### src/rtl/register_file_mp_pkg.sv
// Shared types and constants for the multi-port integer register file.
// Imported by the interface, the scoreboard and the top level.
package register_file_mp_pkg;

    localparam int NUM_REGS = 32;
    localparam int WORD_W   = 32;

    typedef logic [WORD_W-1:0]            word_t;
    typedef logic [$clog2(NUM_REGS)-1:0]  regbits_t;

    // Register 0 is hardwired to zero.
    // Selects at or above nregs only exist when nregs is not a power of two.
    function automatic logic sel_writable(input int sel, input int nregs);
        return (sel != 0) && (sel < nregs);
    endfunction

endpackage

### src/rtl/register_file_mp_if.sv
// Bus between decode/issue/write-back and the register file.
// The master drives selects, data and control; the slave returns read data and busy state.
interface register_file_mp_if
    import register_file_mp_pkg::*;
#(
    parameter int NREAD  = 2,
    parameter int NWRITE = 1,
    parameter int NREGS  = NUM_REGS,
    parameter int DW     = $bits(word_t),
    parameter int AW     = $clog2(NREGS)
) ();

    logic [NWRITE-1:0]    wen;
    logic [NWRITE*AW-1:0] wsel;
    logic [NWRITE*DW-1:0] wdat;
    logic [NREAD*AW-1:0]  rsel;
    logic [NREAD*DW-1:0]  rdat;
    logic [NREAD-1:0]     rbusy;
    logic                 issue_en;
    logic [AW-1:0]        issue_rd;
    logic                 flush;
    logic [NREGS-1:0]     busy_vec;

    modport master (
        output wen, wsel, wdat, rsel, issue_en, issue_rd, flush,
        input  rdat, rbusy, busy_vec
    );

    modport slave (
        input  wen, wsel, wdat, rsel, issue_en, issue_rd, flush,
        output rdat, rbusy, busy_vec
    );

endinterface

### src/rtl/register_file_mp_scoreboard.sv
// Per-register pending-write scoreboard: issue sets, write-back clears, flush clears all.
// Priority is flush, then issue, then write-back; bit 0 never becomes busy.
module register_scoreboard
    import register_file_mp_pkg::*;
#(
    parameter int NWRITE = 1,
    parameter int NREGS  = NUM_REGS,
    parameter int AW     = $clog2(NREGS)
) (
    input  logic                 clk,
    input  logic                 nrst,
    input  logic                 issue_en,
    input  logic [AW-1:0]        issue_rd,
    input  logic                 flush,
    input  logic [NWRITE-1:0]    wen,
    input  logic [NWRITE*AW-1:0] wsel,
    output logic [NREGS-1:0]     busy_vec
);

    logic [NREGS-1:0] busy_q;
    logic [NREGS-1:0] busy_d;

    // Later assignments override earlier ones, so the code order is the reverse of the priority.
    always_comb begin
        // NOTE: assign the full default first so no path leaves busy_d unassigned (no latch).
        busy_d = busy_q;
        for (int k = 0; k < NWRITE; k++) begin
            if (wen[k] && sel_writable(int'(wsel[k*AW +: AW]), NREGS)) begin
                busy_d[wsel[k*AW +: AW]] = 1'b0;
            end
        end
        if (issue_en && sel_writable(int'(issue_rd), NREGS)) begin
            busy_d[issue_rd] = 1'b1;
        end
        if (flush) begin
            busy_d = '0;
        end
        busy_d[0] = 1'b0;
    end

    always_ff @(posedge clk or negedge nrst) begin
        // NOTE: non-blocking assignments keep every flop sampling pre-edge values.
        if (!nrst) begin
            busy_q <= '0;
        end else begin
            busy_q <= busy_d;
        end
    end

    assign busy_vec = busy_q;

endmodule

### src/rtl/register_file_mp.sv
// Multi-port register file with optional write-to-read bypass and a busy scoreboard.
// Reads are combinational; writes and scoreboard updates take effect on the next rising edge.
module register_file_mp
    import register_file_mp_pkg::*;
#(
    parameter int NREAD  = 2,
    parameter int NWRITE = 1,
    parameter int NREGS  = NUM_REGS,
    parameter int DW     = $bits(word_t),
    parameter int AW     = $clog2(NREGS),
    parameter bit BYPASS = 1'b1
) (
    input  logic               clk,
    input  logic               nrst,
    register_file_mp_if.slave  bus
);

    logic [DW-1:0]    regs_q [NREGS];
    logic [DW-1:0]    regs_d [NREGS];
    logic [NREGS-1:0] busy_vec;

    logic [NWRITE-1:0] wvalid;
    logic [AW-1:0]     wsel_k [NWRITE];
    logic [DW-1:0]     wdat_k [NWRITE];
    logic [NREGS-1:0]  wdec   [NWRITE];

    // Per-port decode; a port aimed at register 0 or out of range is treated as idle.
    for (genvar k = 0; k < NWRITE; k++) begin : g_wport
        assign wsel_k[k] = bus.wsel[k*AW +: AW];
        assign wdat_k[k] = bus.wdat[k*DW +: DW];
        assign wvalid[k] = bus.wen[k] && sel_writable(int'(wsel_k[k]), NREGS);
        assign wdec[k]   = wvalid[k] ? (NREGS'(1) << wsel_k[k]) : '0;
    end

    // Ascending port order, so the highest-indexed port wins a shared destination.
    always_comb begin
        regs_d = regs_q;
        for (int k = 0; k < NWRITE; k++) begin
            for (int r = 0; r < NREGS; r++) begin
                if (wdec[k][r]) begin
                    regs_d[r] = wdat_k[k];
                end
            end
        end
    end

    always_ff @(posedge clk or negedge nrst) begin
        if (!nrst) begin
            // NOTE: the array is reset because reads after reset must return zero.
            for (int r = 0; r < NREGS; r++) begin
                regs_q[r] <= '0;
            end
        end else begin
            regs_q <= regs_d;
        end
    end

    register_scoreboard #(
        .NWRITE (NWRITE),
        .NREGS  (NREGS),
        .AW     (AW)
    ) u_scoreboard (
        .clk      (clk),
        .nrst     (nrst),
        .issue_en (bus.issue_en),
        .issue_rd (bus.issue_rd),
        .flush    (bus.flush),
        .wen      (bus.wen),
        .wsel     (bus.wsel),
        .busy_vec (busy_vec)
    );

    assign bus.busy_vec = busy_vec;

    for (genvar i = 0; i < NREAD; i++) begin : g_rport
        logic [AW-1:0] rsel_i;
        logic          in_range;
        logic          hit;
        logic [DW-1:0] byp_dat;
        logic [DW-1:0] stored;
        logic          busy;

        assign rsel_i   = bus.rsel[i*AW +: AW];
        assign in_range = sel_writable(int'(rsel_i), NREGS);
        assign stored   = in_range ? regs_q[rsel_i] : '0;
        assign busy     = in_range && busy_vec[rsel_i];

        // wvalid already excludes register 0, so a zero select never hits.
        always_comb begin
            hit     = 1'b0;
            byp_dat = '0;
            for (int k = 0; k < NWRITE; k++) begin
                if (wvalid[k] && (wsel_k[k] == rsel_i)) begin
                    hit     = 1'b1;
                    byp_dat = wdat_k[k];
                end
            end
        end

        if (BYPASS) begin : g_byp
            assign bus.rdat[i*DW +: DW] = hit ? byp_dat : stored;
            assign bus.rbusy[i]         = busy && !hit;
        end else begin : g_nobyp
            assign bus.rdat[i*DW +: DW] = stored;
            assign bus.rbusy[i]         = busy;
        end
    end

endmodule

### src/flat_wrapper.sv
// flat-port wrapper written by rule: the top's interface ports become plain ports
module register_file_mp_flat import register_file_mp_pkg::*;
#(
    parameter int NREAD  = 2,
    parameter int NWRITE = 1,
    parameter int NREGS  = NUM_REGS,
    parameter int DW     = $bits(word_t),
    parameter int AW     = $clog2(NREGS),
    parameter bit BYPASS = 1'b1
)
  (clk, nrst, bus_wen, bus_wsel, bus_wdat, bus_rsel, bus_issue_en, bus_issue_rd, bus_flush, bus_rdat, bus_rbusy, bus_busy_vec);
  register_file_mp_if #(.NREAD(NREAD), .NWRITE(NWRITE), .NREGS(NREGS), .DW(DW), .AW(AW)) bus_i ();
  input  logic clk;
  input  logic nrst;
  input wire logic [$bits(bus_i.wen)-1:0] bus_wen;
  input wire logic [$bits(bus_i.wsel)-1:0] bus_wsel;
  input wire logic [$bits(bus_i.wdat)-1:0] bus_wdat;
  input wire logic [$bits(bus_i.rsel)-1:0] bus_rsel;
  input wire logic [$bits(bus_i.issue_en)-1:0] bus_issue_en;
  input wire logic [$bits(bus_i.issue_rd)-1:0] bus_issue_rd;
  input wire logic [$bits(bus_i.flush)-1:0] bus_flush;
  output wire logic [$bits(bus_i.rdat)-1:0] bus_rdat;
  output wire logic [$bits(bus_i.rbusy)-1:0] bus_rbusy;
  output wire logic [$bits(bus_i.busy_vec)-1:0] bus_busy_vec;
  assign bus_i.wen = bus_wen;
  assign bus_i.wsel = bus_wsel;
  assign bus_i.wdat = bus_wdat;
  assign bus_i.rsel = bus_rsel;
  assign bus_i.issue_en = bus_issue_en;
  assign bus_i.issue_rd = bus_issue_rd;
  assign bus_i.flush = bus_flush;
  assign bus_rdat = bus_i.rdat;
  assign bus_rbusy = bus_i.rbusy;
  assign bus_busy_vec = bus_i.busy_vec;
  register_file_mp #(.NREAD(NREAD), .NWRITE(NWRITE), .NREGS(NREGS), .DW(DW), .AW(AW), .BYPASS(BYPASS)) u_core (.clk(clk), .nrst(nrst), .bus(bus_i));
endmodule
### config.mk
export PLATFORM = sky130hd
export DESIGN_NAME = register_file_mp_flat
export DESIGN_NICKNAME = d
export VERILOG_FILES = /design/src/rtl/register_file_mp_pkg.sv /design/src/rtl/register_file_mp_if.sv /design/src/rtl/register_file_mp_scoreboard.sv /design/src/rtl/register_file_mp.sv /design/src/flat_wrapper.sv
export SDC_FILE = /design/constraint.sdc
export NUM_CORES = 2
export LEC_CHECK = 0
export ABC_CLOCK_PERIOD_IN_PS = 2980
export CAP_MARGIN = 20
export CORE_MARGIN = 2
export CORE_UTILIZATION = 30
export DETAILED_ROUTE_END_ITERATION = 6
export GPL_TIMING_DRIVEN = 1
export PLACE_DENSITY_LB_ADDON = 0.08
export SLEW_MARGIN = 10
export SYNTH_ARGS = -nofsm -noshare
export SYNTH_HDL_FRONTEND = slang
export SYNTH_SLANG_ARGS = --single-unit
### constraint.sdc
create_clock -name clk -period 2.98 [get_ports clk]
set_clock_uncertainty 0.1 [all_clocks]
set_input_delay 0.596 -clock clk [delete_from_list [all_inputs] [get_ports clk]]
set_output_delay 0.596 -clock clk [all_outputs]
set_load 0.05 [all_outputs]
==> metrics.csv <==
stage;metric;value;unit
setup_path;critPathTopFamily;multiplexers;
power_and_ir_drop;irDropWorstVdd;581;uV
die;core_area;190000;um^2
grt;grt_max_degree;105;
sta;finalMaxSlewViolations;0;
setup_path;critPathArrivalTime;2.79;ns
grt;overflow;0;
worst_hold_path;hold_path.class;input pin to async pin;
sta;worst_pin_slew;0.719;ns
sta;rsz0062_at_grt;true;
clock_network;numCtsBuffers;135;
grt;antenna_found_initial;9;
setup_path;crit_type;flip-flop to primary output;
run_status;status;finished, violations left;
setup_path;critPathBufInv;1;
route;vias;43000;
logic_synthesis;netlist_area;57600;um^2
route;first_pass_iters;5;
logic_synthesis;yosys.area.top_type;dfrtp_1;
placed_design;portBuffers;153;
logic_synthesis;ys_warn_count;0;
setup_path;critPathCaptureType;primary output;
route;wl_per_cell;34.7;um
logic_synthesis;syn_area_per_cell;13.3;um^2
logic_synthesis;synth_commonest_cells;1,055 x dfrtp_1, 1,021 x mux2_2, 560 x mux2i_1;
sta;period_share;1.17;
route;drc_errors;0;
die;start_util;0.302;
die;die_y;442;um
run_status;violations;setup timing;
logic_synthesis;synth_edf_count;0;
route;ant_nets;0;
logic_synthesis;ys_async_sr_fraction;1.00;
clock_network;clkTransAtPathRegs;0.06;ns
sta;whs;0.293;ns
route;wl;267;mm
clock_network;clockBufferDepth;3;
setup_path;r2r_cells;3;
setup_path;rr_startpoint;u_core.regs_q[520];
logic_synthesis;synth_flop_cell;dfrtp_1;
logic_synthesis;yosysMostFrequentCell;dfrtp_1;
setup_path;cp_max_fo;3;
finish;drive_gt1_frac;0.540;
die;fp.dieW;442;um
grt;grt_pass1_wl;374;mm
setup_path;startpoint_type;flip-flop;
finish;fin_nets;5123;
logic_synthesis;ys_seq_area_frac;0.458;
clock_network;cts.sinks;1055;
route;vias_per_cell;5.60;
sta;layout_setup_ws;-0.506;ns
setup_path;rrSetupSlack;1.89;ns
setup_path;cp_slowest_stage_delay;0.48;ns
sta;fmax;287;MHz
clock_network;cts_tree;done;
die;num_rows;160;
grt;first_global_vias;44700;
clock_network;cts-root-buf;clkbuf_16;
power_and_ir_drop;total_power;47.5;mW
sta;min_period;3.49;ns
finish;area_growth;34.3;%
placed_design;gp_congestion;0.907;
sta;setup_viol;66;
power_and_ir_drop;leakage;34.7;nW
logic_synthesis;synth_area_leaders;dfrtp_1 46%, mux2_2 20%, mux4_2 11%, mux2i_1 9.7%, a22oi_1 2.5%;
setup_path;worstPathCellList;mux4_2, mux2_4, a221o_2, a22o_4, buf_6;
logic_synthesis;yosys_register_bits;1055;
setup_path;cp.required;2.28;ns
die;dieArea;195000;um^2
setup_path;crit_slowest_cell;mux4_2;
sta;finalHoldViolCount;0;
run;max-cap-violations;0;
logic_synthesis;synth_cells;4328;
grt;grt.total_usage;0.270;
die;ios;155;
power_and_ir_drop;p_per_area;615;nW/um^2
logic_synthesis;synth_top_cell_area_share;0.458;
route;drt_iter0_markers;3205;
clock_network;htreeDepth;4;
logic_synthesis;synth_fp_nets;4385;
sta;max_slew_margin;0.521;
clock_network;clk_latency;0.77;ns
finish;fin_util;0.406;
setup_path;timing.rr.end;u_core.regs_q[520];
placed_design;dp_hpwl;185;mm
logic_synthesis;yosysUniqueCellTypes;51;
==> per-stage QoR <==
stage,worst slack [ns],area [um^2],setup TNS [ns],instances
after floorplan,-0.0460,57700,-0.0479,4328
after global placement,-0.922,68800,-80.02,7274
after detailed placement,-0.940,68800,-77.91,7274
after CTS,-0.593,76600,-27.44,7642
after global routing,-0.575,77300,-27.82,7677
final,-0.506,77300,-24.42,7678
==> cell usage in the layout, fill, tap and decap left out, drive strengths merged, types with 38 or more instances in the layout <==
cell type and instances:
dfrtp 1055, mux2 1030, buf 998, mux2i 560
mux4 271, clkbuf 204, a22oi 190, nand2 153
a21oi 143, a22o 77, clkdlybuf4s50 70, nand3 58
nor3 48, nor2 40, o22ai 38
==> per-layer routing <==
layer / track usage / up-vias / part of all wire
li1: - / 17900 / -
met1: 0.356 / 23500 / 0.43
met2: 0.444 / 1175 / 0.47
met3: 0.0419 / 407 / 0.046
met4: 0.106 / 4 / 0.045
met5: 0 / - / 0.000086
==> worst register-to-register path, cell delays in order, from the launching register on <==
cell and delay [ns]:
dfrtp_1 0.38, buf_4 0.13, buf_4 0.13, mux2_2 0.25
==> cells by family after synthesis <==
family / synth area share
AO/OA/AOI/OAI: 0.0660
buffers and inverters: 0.0381
AND/OR/NAND/NOR: 0.0309
multiplexers: 0.405
XOR/XNOR: 0.00152
other: 0.0000651
flip-flops: 0.458
==> final cells by class <==
| class | count | area [um^2] |
|---|---|---|
| repair buffers | 1077 | 12300 |
| flip-flops and latches | 1055 | 26400 |
| clock buffers | 201 | 4070 |
| fillers | 17700 | 113000 |
| multi-input cells | 2794 | 31000 |
| clock inverters | 35 | 362 |
| diodes | 2 | 5.00 |
| inverters | 3 | 12.5 |
| well taps | 2511 | 3140 |
==> how the worst max path moves through the flow <==
stage	start	end	slack, ns	cells after the start
detailed placement	bus_wsel[4]	bus_rdat[37]	-0.94	8
global placement	bus_wsel[0]	bus_rdat[6]	-0.92	9
global route	u_core.regs_q[645]	bus_rdat[37]	-0.58	5
CTS	u_core.regs_q[517]	bus_rdat[37]	-0.59	5
finish	u_core.regs_q[517]	bus_rdat[37]	-0.51	5
floorplan	bus_rsel[0]	bus_rbusy[0]	-0.05	8
==> sequential cells by signal, indices dropped and copies added (netlist names) <==
name and count:
u_core.regs_q 1024, u_core.u_scoreboard.busy_vec 31
==> repair_timing <==
action,4_1_cts,5_1_grt
hold endpoints to repair,11,0
gates cloned,12,3
endpoints found under the setup margin,66,66
pin swaps,120,55
hold buffers,1,0
setup buffers,125,38
resized for setup,433,77
==> where the power goes <==
part	total [mW]	switching [mW]	internal [mW]	leakage, nW
Clock	16.6	6.75	9.85	2.19
Sequential	19.0	2.03	17.0	13.6
Combinational	11.9	5.40	6.52	19.0
(Power assumes the default switching activity.)
